File: config.mk
export PLATFORM = sky130hd
export DESIGN_NAME = mem_burst_reader
export DESIGN_NICKNAME = d
export VERILOG_FILES = /design/src/rtl/mem_burst_reader_pkg.sv /design/src/rtl/stream_skid_fifo.sv /design/src/rtl/mem_burst_reader.sv
export SDC_FILE = /design/constraint.sdc
export NUM_CORES = 1
export LEC_CHECK = 0
export ABC_CLOCK_PERIOD_IN_PS = 3500
export CAP_MARGIN = 20
export CORE_UTILIZATION = 55
export DETAILED_ROUTE_END_ITERATION = 10
export PLACE_DENSITY = 0.84
export SETUP_SLACK_MARGIN = 0.2
export SLEW_MARGIN = 10
export SYNTH_ARGS = -nofsm -noshare
export SYNTH_HDL_FRONTEND = slang
export SYNTH_SLANG_ARGS = --single-unit
File: constraint.sdc
create_clock -name clk -period 3.5 [get_ports clk]
set_input_delay 0.7 -clock clk [delete_from_list [all_inputs] [get_ports clk]]
set_output_delay 0.7 -clock clk [all_outputs]
set_load 0.02 [all_outputs]
File: src/rtl/mem_burst_reader_pkg.sv
// Shared types for mem_burst_reader. Defining MEM_BURST_READER_PARITY_EN adds a
// parity bit to every buffered beat.
package mem_burst_reader_pkg;

    localparam int unsigned DATA_W_DEF = 8;
    localparam int unsigned BUF_DEPTH  = 2;

    typedef enum logic [1:0] {
        IDLE,
        BURST,
        DRAIN
    } state_t;

    typedef struct packed {
        logic [DATA_W_DEF-1:0] data;
        logic                  last;
`ifdef MEM_BURST_READER_PARITY_EN
        logic                  parity;
`endif
    } buf_entry_t;

endpackage

File: src/rtl/stream_skid_fifo.sv
// Small synchronous FIFO (BUF_DEPTH entries) holding returned beats; push and pop
// may coincide at any fill level.
module stream_skid_fifo
    import mem_burst_reader_pkg::*;
#(
    parameter int unsigned WIDTH = 9
) (
    input  logic                               clk,
    input  logic                               rst,
    input  logic                               push,
    input  logic [WIDTH-1:0]                   push_data,
    input  logic                               pop,
    output logic [WIDTH-1:0]                   head_data,
    output logic [$clog2(BUF_DEPTH+1)-1:0]     count
);

    localparam int unsigned PTR_W = $clog2(BUF_DEPTH);
    localparam int unsigned CNT_W = $clog2(BUF_DEPTH + 1);

    logic [WIDTH-1:0] mem [BUF_DEPTH];
    logic [PTR_W-1:0] wr_ptr;
    logic [PTR_W-1:0] rd_ptr;

    always_ff @(posedge clk) begin
        if (rst) begin
            for (int unsigned i = 0; i < BUF_DEPTH; i++) begin
                mem[i] <= '0;
            end
            wr_ptr <= '0;
            rd_ptr <= '0;
            count  <= '0;
        end else begin
            if (push) begin
                mem[wr_ptr] <= push_data;
                wr_ptr      <= wr_ptr + PTR_W'(1);
            end
            if (pop) begin
                rd_ptr <= rd_ptr + PTR_W'(1);
            end
            count <= count + CNT_W'(push) - CNT_W'(pop);
        end
    end

    assign head_data = mem[rd_ptr];

    no_overflow: assert property (@(posedge clk) disable iff (rst)
        !(push && !pop && (count == CNT_W'(BUF_DEPTH))));
    no_underflow: assert property (@(posedge clk) disable iff (rst)
        !(pop && (count == '0)));

endmodule

File: src/rtl/mem_burst_reader.sv
// Burst reader for a 1-cycle-latency synchronous memory, streaming beats out through
// a 2-entry buffer. Optional MEM_BURST_READER_PARITY_EN adds out_parity.
module mem_burst_reader
    import mem_burst_reader_pkg::*;
#(
    parameter int unsigned ADDR_W = 5,
    parameter int unsigned DATA_W = 8,
    parameter int unsigned LEN_W  = 6
) (
    input  logic              clk,
    input  logic              rst,
    input  logic              req_valid,
    output logic              req_ready,
    input  logic [ADDR_W-1:0] req_addr,
    input  logic [LEN_W-1:0]  req_len,
    output logic [ADDR_W-1:0] mem_read_address,
    input  logic [DATA_W-1:0] mem_read_data,
    output logic              out_valid,
    input  logic              out_ready,
    output logic [DATA_W-1:0] out_data,
    output logic              out_last,
    output logic              done
`ifdef MEM_BURST_READER_PARITY_EN
    ,
    output logic              out_parity
`endif
);

    state_t            state, state_d;
    logic [ADDR_W-1:0] cur_addr, cur_addr_d;
    logic [LEN_W-1:0]  remaining, remaining_d;
    logic              issue_pending, issue_pending_d;
    logic              issue_last, issue_last_d;
    logic              done_d;
    logic [1:0]        buf_count;
    logic [2:0]        occupancy;
    logic              pop;
    logic              credit_ok;
    buf_entry_t        push_entry;
    buf_entry_t        head_entry;

    assign push_entry.data   = mem_read_data;
    assign push_entry.last   = issue_last;
`ifdef MEM_BURST_READER_PARITY_EN
    assign push_entry.parity = ^mem_read_data;
`endif

    stream_skid_fifo #(.WIDTH($bits(buf_entry_t))) u_fifo (
        .clk       (clk),
        .rst       (rst),
        .push      (issue_pending),
        .push_data (push_entry),
        .pop       (pop),
        .head_data (head_entry),
        .count     (buf_count)
    );

    assign out_valid        = (buf_count != '0);
    assign out_data         = head_entry.data;
    assign out_last         = out_valid && head_entry.last;
`ifdef MEM_BURST_READER_PARITY_EN
    assign out_parity       = head_entry.parity;
`endif
    assign pop              = out_valid && out_ready;
    assign mem_read_address = cur_addr;
    assign req_ready        = (state == IDLE) && !rst;

    // A slot freed by a same-cycle pop counts as credit; this is what allows
    // one beat per cycle with out_ready held high.
    assign occupancy = 3'(buf_count) + 3'(issue_pending);
    assign credit_ok = pop ? (occupancy < 3'(BUF_DEPTH + 1)) : (occupancy < 3'(BUF_DEPTH));

    always_comb begin
        state_d         = state;
        cur_addr_d      = cur_addr;
        remaining_d     = remaining;
        issue_pending_d = 1'b0;
        issue_last_d    = 1'b0;
        done_d          = pop && head_entry.last;
        case (state)
            IDLE: begin
                if (req_valid) begin
                    if (req_len == '0) begin
                        done_d = 1'b1;
                    end else begin
                        cur_addr_d  = req_addr;
                        remaining_d = req_len;
                        state_d     = BURST;
                    end
                end
            end
            BURST: begin
                if (credit_ok) begin
                    issue_pending_d = 1'b1;
                    issue_last_d    = (remaining == LEN_W'(1));
                    cur_addr_d      = cur_addr + ADDR_W'(1);
                    remaining_d     = remaining - LEN_W'(1);
                    if (remaining == LEN_W'(1)) begin
                        state_d = DRAIN;
                    end
                end
            end
            DRAIN: begin
                if (pop && head_entry.last) begin
                    state_d = IDLE;
                end
            end
            default: state_d = IDLE;
        endcase
    end

    always_ff @(posedge clk) begin
        if (rst) begin
            state         <= IDLE;
            cur_addr      <= '0;
            remaining     <= '0;
            issue_pending <= 1'b0;
            issue_last    <= 1'b0;
            done          <= 1'b0;
        end else begin
            state         <= state_d;
            cur_addr      <= cur_addr_d;
            remaining     <= remaining_d;
            issue_pending <= issue_pending_d;
            issue_last    <= issue_last_d;
            done          <= done_d;
        end
    end

endmodule

Word-level counts from Yosys, hierarchy flattened
Memory sizes are Yosys's and may differ from the RTL's. A register that Yosys moved wholly into a read port is not among the register bits.
Index checks and enable logic that the tools add are counted.
{"block": "word_totals", "word_cells": 72, "reg_bits": 20, "mem_bits_rw": 18, "mem_count": 1, "inputBits": 23}
{"memory": "u_fifo.mem", "words": 2, "word_bits": 9, "rd": 1, "rd_clocked_by_memory_dff": 1, "wr": 2, "line": "stream_skid_fifo.sv:20", "rtl": "logic [WIDTH-1:0] mem [BUF_DEPTH];"}
{"block": "classes", "bitwise": 2, "n_mux": 29, "addsub": 7, "n_eq_ne": 8, "n_reduce_logical": 14, "magnitude_cmp": 2}
{"op": "$mux W6", "n": 3}
{"op": "$mux W5", "n": 3}
{"op": "$mux W1", "n": 14}
{"op": "$pmux W6 S2", "n": 1}
{"op": "$mux W2", "n": 5}
{"op": "$ne A2 B2 Y1 const B", "n": 5}
{"op": "$pmux W5 S2", "n": 1}
{"op": "$mux W9", "n": 1}
{"op": "$reduce_or A9 Y1", "n": 1}
{"op": "$eq A6 B1 Y1 const B", "n": 1}
{"op": "$logic_not A6 Y1", "n": 1}
{"op": "$lt A3 B2 Y1 const B", "n": 2}
{"op": "$pmux W2 S3", "n": 1}
{"op": "$sub A6 B1 Y6 const B", "n": 1}
{"op": "$add A5 B1 Y5 const B", "n": 1}
{"op": "$reduce_and A5 Y1", "n": 1}
{"op": "$logic_and A1 B1 Y1", "n": 4}
{"op": "$reduce_and A4 Y1", "n": 1}
{"op": "$reduce_bool A2 Y1", "n": 2}
{"op": "$add A2 B1 Y3", "n": 1}
{"op": "$reduce_or A3 Y1", "n": 1}
{"op": "$add A1 B1 Y1 const B", "n": 2}
{"op": "$add A2 B1 Y2", "n": 1}
{"op": "$eq A2 B1 Y1 const B", "n": 1}
{"op": "6 further kinds", "n": 7}

Depth between registers and ports, before layout
{"block": "logic_depth", "depth_word": 6, "depth_mapped": 8, "ltp_nobuf": 8}

Hierarchy
A second synthesis with hierarchy kept.
{"block": "hier_totals", "hier_cells": 205, "area_unflattened_um2": 2092.0}
{"module": "mem_burst_reader", "seq_area_each_um2": 320.3, "area_each_um2": 1061.0, "cells_per_inst": 127, "instances": 1}
{"module": "stream_skid_fifo", "seq_area_each_um2": 640.6, "area_each_um2": 1031.0, "cells_per_inst": 78, "instances": 1}

Worst setup path after synthesis
OpenSTA, ideal clock, no wires.
{"block": "synth_path", "path_kind": "input to output", "from": "in rst", "to": "out req_ready", "arrival_time_ns": 1.500, "path_slack_ns": 1.300, "path_stages": 3, "required_time_ns": 2.800, "cell_sequence": "buf_4 -> clkbuf_1 -> nor3_1"}
{"block": "synth_via", "elab_chain_cells": 2}
{"item": "start: declaration", "line": "mem_burst_reader.sv:11", "rtl": "input logic rst,"}
{"item": "$logic_not A1 Y1", "line": "mem_burst_reader.sv:66", "rtl": "assign req_ready = (state == IDLE) && !rst;"}
{"item": "$logic_and A1 B1 Y1", "line": "mem_burst_reader.sv:66"}
{"item": "end: declaration", "line": "mem_burst_reader.sv:13", "rtl": "output logic req_ready,"}
No other way between the ends.

Final worst setup path
Same ends and word-level chain as after synthesis.

==> impl_metrics.py <==
metrics = {
    "status": {
        "outcome": "finished, final reports clean",
    },
    "critical_path": {
        "r2r_end": "mem_read_address[2]",
        "cp-startpoint": "rst",
        "r2r_start": "state[0]",
        "start_kind": "input port",
        "critPathKind": "in2out",
        "r2r_slack_ns": 1.28,
        "worst-r2r-cell-count": 3,
        "critPathMaxFanout": 2,
        "cp-end-kind": "output pin",
        "crit_required_ns": 2.80,
        "crit_arrival_ns": 1.99,
        "cp-endpoint": "req_ready",
    },
    "clocking": {
        "clk_latency_ns": 0.28,
        "h-tree-depth": 2,
        "cts_made_buffers": 5,
        "post-cts-setup-buffer-count": 0,
        "cts_tree": "built",
        "clockBufferDepth": 2,
        "cts_resized": 0,
        "root_buffer": "clkbuf_8",
        "postCtsHoldBufs": 0,
        "clock-sinks": 39,
        "path_clk_slew_ns": 0.08,
    },
    "logic_synthesis": {
        "synth_cell_type_count": 44,
        "synth_nets": 224,
        "ys.warnings.count": 0,
        "ys_seq_area_share_pct": 46.8,
        "synth.most_common_cell": "dfxtp_1",
        "syn_area_mm2": 0.00205,
        "yosysTopAreaCellShare_pct": 26.3,
        "synth_edf_count": 18,
        "ys_ff_latch": 39,
        "async_flop_share_pct": 0,
        "synthTopCellsByArea": "edfxtp_1, dfxtp_1, and2_1, mux2_2, ha_1",
        "ys_top_cells_by_count": "dfxtp_1, and2_1, edfxtp_1, a21oi_1, inv_1",
        "synth_ff_type": "dfxtp_1",
        "syn_avg_cell_area_um2": 10.6,
        "synthCells": 193,
        "yosysTopAreaCell": "edfxtp_1",
    },
    "grt": {
        "antenna_found_initial": 0,
        "grt_usage_pct": 24.2,
        "first_global_vias": 1635,
        "overflow": 0,
        "grt_first_pass_wirelength_um": 7470,
        "grt_max_degree": 32,
    },
    "run": {
        "max_cap_viol_count": 0,
    },
    "die": {
        "die-area_mm2": 0.00398,
        "rows": 21,
        "fp.dieW_um": 63.1,
        "ioPinCount": 40,
        "chipHeight_um": 63.1,
        "initial_core_util_pct": 59.6,
        "core_area_mm2": 0.00344,
    },
    "sta": {
        "final.setup.tns_ns": 0,
        "finalCriticalPeriod_ns": 2.69,
        "period_share_pct": 76.9,
        "finalHoldViolCount": 0,
        "worst_pin_slew_ns": 0.906,
        "setup_viol": 0,
        "slew_violations": 0,
        "rsz0062_at_grt": "false",
        "postLayoutSetupSlackWorst_ns": 0.807,
        "skew_ns": 0.00420,
        "max_clock_freq_mhz": 371,
        "relSlewSlack_pct": 39.5,
    },
    "power_and_ir_drop": {
        "powerDensity_mw_per_mm2": 581,
        "ir_drop_v": 0.000348,
        "p_leak_nw": 0.981,
        "p_total_mw": 1.51,
    },
    "final_layout": {
        "area_delta_synth_final_pct": 27.0,
        "drive_gt1_share_pct": 11.9,
        "antenna-diode-count": 0,
        "finalNonFillerCells": 281,
        "nets": 265,
        "finalCoreUtilization_pct": 75.7,
    },
    "routing": {
        "detail_route.vias_per_cell": 5.74,
        "routed_wirelength_um": 4390,
        "wl_per_cell_um": 15.6,
        "ant_nets": 0,
        "vias": 1612,
        "route.detailed.drc": 0,
        "dr.pass1.iters": 4,
        "drt_iter0_drc": 67,
    },
    "placed_design": {
        "place.gp.congestion": 0.898,
        "place.port_buffers": 39,
        "post-place-cells": 273,
        "place_ws_ns": 0.759,
        "place_hpwl_um": 3170,
    },
    "min_path": {
        "worstHoldPathType": "reg2reg",
    },
}
[cell type report]
class,count,area (um2)
Fill cell,251,837
Inverter,10,37.5
Sequential cell,39,961
Clock inverter,2,60.1
Multi-Input combinational cell,136,1000
Tap cell,46,57.6
Clock buffer,6,72.6
Timing Repair Buffer,42,413
[cell usage in the layout (no fill, tap or decap), types with 4 or more instances in the layout]
cell type,count
ha_1,8
inv_1,10
nor3b_1,4
nand2_1,6
nand2b_1,7
mux2_2,9
edfxtp_1,18
nor3_1,5
o21ai_0,6
and2_1,18
a211oi_1,8
a21oi_1,12
o32ai_1,5
dfxtp_1,21
clkbuf_8,5
nor2_1,9
clkdlybuf4s50_1,39
mux2i_1,5
[stage by stage]
step	cell area (um2)	hold slack (ns)
2_1_floorplan	2050	0.452
3_3_place_gp	2470	0.467
3_5_place_dp	2470	0.484
4_1_cts	2610	0.503
5_1_grt	2610	0.525
6_report	2610	0.502
[report_power, final]
part           total (mW)  internal [mW]  leakage (nW)  switching, mW
sequential          0.597          0.536         0.360         0.0604
combinational       0.477          0.230         0.556          0.247
clock               0.441          0.285        0.0654          0.156
[registers in the layout, indices dropped and copies added, names as in the netlist, named ones only]
| signal | flops |
|---|---|
| done | 1 |
| mem_read_address | 5 |
| u_fifo.rd_ptr | 1 |
| state | 2 |
| u_fifo.count | 2 |
| u_fifo.wr_ptr | 1 |
| remaining | 6 |
| issue_last | 1 |
| issue_pending | 1 |
| u_fifo.mem | 18 |
[worst min path at each step]
stage | startpoint | endpoint | depth (start not counted)
after CTS | remaining[3] | remaining[3] | 2
final | remaining[3] | remaining[3] | 2
after global routing | remaining[3] | remaining[3] | 2
after floorplan | remaining[4] | remaining[4] | 2
after global placement | remaining[4] | remaining[4] | 2
after detailed placement | remaining[4] | remaining[4] | 2
[routing by layer]
metal	part of all wire, %	global-route usage (%)
met1	43	28.9
met2	51	43.3
met3	4.3	4.17
met4	2.1	8.14
met5	0	0
[kinds of logic (layout without fill, tap and decap cells)]
kind of cell	after synthesis	count (layout)	share of synthesized area [%]
AO/OA/AOI/OAI	44	44	16.3
XOR/XNOR	4	4	1.71
adder cells (fa/ha/maj)	8	8	4.88
buffers and inverters	18	60	4.27
flip-flops	39	39	46.8
multiplexers	14	14	7.38
AND/OR/NAND/NOR	66	66	18.7
[worst max-delay path, stage by stage]
cell and delay (ns):
clkdlybuf4s50_1 0.42, nor3_1 0.21, clkdlybuf4s50_1 0.66
Power figures use the tool's default switching activity.
